==> src/rtl/full_sub.sv <==
// rtl/full_sub.sv - WIDTH-bit ripple-borrow full subtractor with registered result and valid.
// One combinational borrow chain feeds the output registers; latency is one clock.
module full_sub #(
  parameter int WIDTH = 1
) (
  input  logic             clk,
  input  logic             rst_n,
  input  logic [WIDTH-1:0] a,
  input  logic [WIDTH-1:0] b,
  input  logic             bin,
  input  logic             in_valid,
  output logic [WIDTH-1:0] diff,
  output logic             borr,
  output logic             out_valid
);

  logic [WIDTH-1:0] diff_next;
  logic             borr_next;

  // Borrow ripples LSB to MSB; a single variable keeps the chain free of feedback on a vector.
  always_comb begin
    logic chain;
    diff_next = '0;
    chain     = bin;
    for (int i = 0; i < WIDTH; i++) begin
      diff_next[i] = a[i] ^ b[i] ^ chain;
      chain        = (~a[i] & b[i]) | (~(a[i] ^ b[i]) & chain);
    end
    borr_next = chain;
  end

  always_ff @(posedge clk or negedge rst_n) begin
    if (!rst_n) begin
      diff      <= '0;
      borr      <= 1'b0;
      out_valid <= 1'b0;
    end else begin
      out_valid <= in_valid;
      if (in_valid) begin
        diff <= diff_next;
        borr <= borr_next;
      end
    end
  end

endmodule

==> config.mk <==
export PLATFORM = sky130hd
export DESIGN_NAME = full_sub
export DESIGN_NICKNAME = d
export VERILOG_FILES = /design/src/rtl/full_sub.sv
export SDC_FILE = /design/constraint.sdc
export NUM_CORES = 1
export LEC_CHECK = 0
export ABC_AREA = 0
export CAP_MARGIN = 40
export CORE_AREA = 3 3 40 42
export DETAILED_ROUTE_END_ITERATION = 16
export DIE_AREA = 0 0 43 45
export PLACE_DENSITY = 0.31
export SLEW_MARGIN = 20
export SYNTH_ARGS = -nofsm -noshare
export SYNTH_HDL_FRONTEND = slang
export SYNTH_SLANG_ARGS = --single-unit
==> constraint.sdc <==
create_clock -name clk -period 0.93 [get_ports clk]
set_input_delay 0.093 -clock clk [delete_from_list [all_inputs] [get_ports clk]]
set_output_delay 0.093 -clock clk [all_outputs]
set_load 0.005 [all_outputs]
==> impl_results.md <==
* Status: complete, no violations
* Clock power frac at 48.5%
* Routability cong. at 0.660
* Max stage delay on crit path at 0.37 ns
* H-tree depth at 1
* Area contributors post-synth: dfrtp_1 59%, fa_1 16%, mux2_4 12%, inv_1 5.9%, a21oi_1 4.0%
* DRC viols at 0
* CP Launch Type: register
* DR iter-0 viols at 0
* Post-Place Cell Area at 240 um2
* Root Driver: clkbuf_4
* Worst skew pair latency at 0.23 ns
* Worst-Margin Slew at 0.160 ns
* CP top delay family: flip-flops
* Sink Count at 3
* CTS tree: done
* Port-buffer cells at 8
* Fin util at 20.0%
* Vias in the first global route at 127
* Met3 GRT Util at 2.79%
* CP Launch Point: borr
* Part of the power in registers at 33.1%
* Routed WL at 294 um
* Post-Syn Area at 126 um2
* Vias per cell at 2.81
* Normalized max-slew margin at 89.3%
* Max cap viols at 0
* Average size of a mapped cell at 14.0 um2
* Period utilisation layout at 96.5%
* Final min period at 0.897 ns
* ANT cells at 0
* Final non-filler cell total at 37
* Synth Warn # at 0
* Switching share of power at 22.0%
* Die width at 43 um
* Net Count, Synth at 16
* Multiplexer area fraction after synthesis at 11.9%
* Final layout net count at 30
* Mapped Cells at 9
* Drt pass-1 iters at 1
* DIE HEIGHT at 45 um
* Initial antenna violation count at 0
* RR Startpoint: diff
* Xor-xnor portion of the synthesized cell area at 0%
* Static leakage at 0.000119 uW
* Crit. End Element: primary output
* Netlist cell types at 6
* Worst-case clock buffer depth at 2
* RSZ-0062 raised after global routing: false
* Fmax at 1110 MHz
* All-Layer GR Usage at 4.10%
* # Post-CTS Setup Buffers at 0
* CP Class: register to primary output
* Internal at 365 uW
* Placement Setup Slack at -0.619 ns
* Die area at 1940 um2
* I/O pins at 9
* Final Max Tran Viols at 0
* Sw power at 103 uW
* Final TNS setup at 0 ns
* Clock-pin slew on the worst setup and hold paths at 0.04 ns
* Final WS setup at 0.0326 ns
* Syn-to-layout area delta at 103%
* CTS Hold Bufs at 0
* Flops & latches, synth at 3
* Largest net degree at the start of global routing at 5
* Power share of the combinational group at 18.4%
* Final-report hold violation count at 0
* Compound-Gate Fraction of Synth Area at 3.96%
* Crit path buffers/inverters at 1
* Min-Delay Path Class: input port to asynchronous set/reset pin
* Register area share after synthesis at 59.4%
* DR vias at 104
* GR Overflow Total at 0
* First-pass GRT wire length at 462 um
* Critical path's slowest cell: dfrtp_1
* CP max FO at 2
* GRT Max-Usage Layer: met4
* Core area at 1280 um2
* Critical Path, Cell by Cell: clkdlybuf4s15_1
* Antenna Nets Post-Route at 0
* Req. time, crit path at 0.84 ns
* Met1 usage at 3.17%
* Setup Skew at 0 ns
* CTS Buf Count at 3
* Share of the synthesized area in the top cell type at 59.4%
* GR Util met2 at 5.09%
* Final setup viols at 0
* Max IR drop VDD at 0.000279 V
* Main combinational cell family by area after synthesis: adder cells
* Row count at 13
* Pwr Density at 1830 nW/um2
* CP arrival at 0.80 ns
* Simple logic cell fraction of the synthesized area at 2.97%
* Synth Area in Adders at 15.8%
* Final Instance Area at 256 um2
* Share of cells above drive strength 1 at 36.4%
* Post-DR wirelength/cell at 7.95 um
* Area leader, netlist: dfrtp_1
* Dpl cells at 33
* Initial Utilization at 9.83%
==> worst paths after layout <==
path	end	slack, ns	cells after the start
max in group asynchronous	borr	0.73	1
worst max register to register	diff	0.06	2
worst max-delay path	borr	0.03	1
min in group clk	borr	0.33	4
worst min-delay path	diff	0.05	1
worst min register to register	borr	0.53	2
==> flip-flops by register name, indices dropped and copies added (netlist names) <==
signal	count
borr	1
diff	1
out_valid	1
==> cells in the mapped netlist <==
cell type and n:
dfrtp_1 3, inv_1 2, a21oi_1 1, fa_1 1, mux2_4 1, nor2_1 1
==> through the flow <==
step	total power, uW	hold WS, ns
2_1_floorplan	183	-0.203
3_3_place_gp	259	0.288
3_5_place_dp	260	0.291
4_1_cts	488	0.0420
5_1_grt	492	0.0635
6_report	468	0.0484
==> placed cells by master, fill, tap and decap left out <==
master	Yosys	layout
nor2_1	1	1
clkbuf_2	0	1
fa_1	1	1
buf_2	0	1
a21oi_1	1	1
clkbuf_4	0	3
clkdlybuf4s50_1	0	2
dfrtp_1	3	3
clkbuf_1	0	1
mux2_4	1	1
clkdlybuf4s15_1	0	4
inv_1	2	1
buf_4	0	1
inv_8	0	1
==> per-layer routing <==
layer  vias to the layer above  share of wire [%]
met5                         -                  0
met4                         0                  0
met3                         0                 21
met2                         9                 39
met1                        43                 39
li1                         52                  -
==> power groups by stage <==
stage | registers, uW | logic, uW | clock network, uW
floorplan | 157 | 25.8 | 0
global placement | 155 | 104 | 0
detailed placement | 156 | 103 | 0
CTS | 155 | 93.4 | 240
global route | 158 | 96.9 | 238
finish | 155 | 86.2 | 227
==> kinds of logic after synthesis <==
| group | Yosys count |
|---|---|
| compound gates | 1 |
| fa+ha+maj | 1 |
| buf+inv | 2 |
| flops | 3 |
| mux | 1 |
| simple gates | 1 |
==> what timing repair did <==
item,CTS,global route
cloned,0,0
pin swaps,1,1
setup endpoints to repair,5,2
gates resized for setup,13,2
==> area by class of cell <==
cell class | count | area, um2
well taps | 15 | 18.8
repair buffers | 9 | 77.6
inverters | 2 | 15.0
multi-input cells | 4 | 43.8
clock buffers | 4 | 26.3
flip-flops and latches | 3 | 75.1
fillers | 147 | 1030
Power figures use the tool's default switching activity.
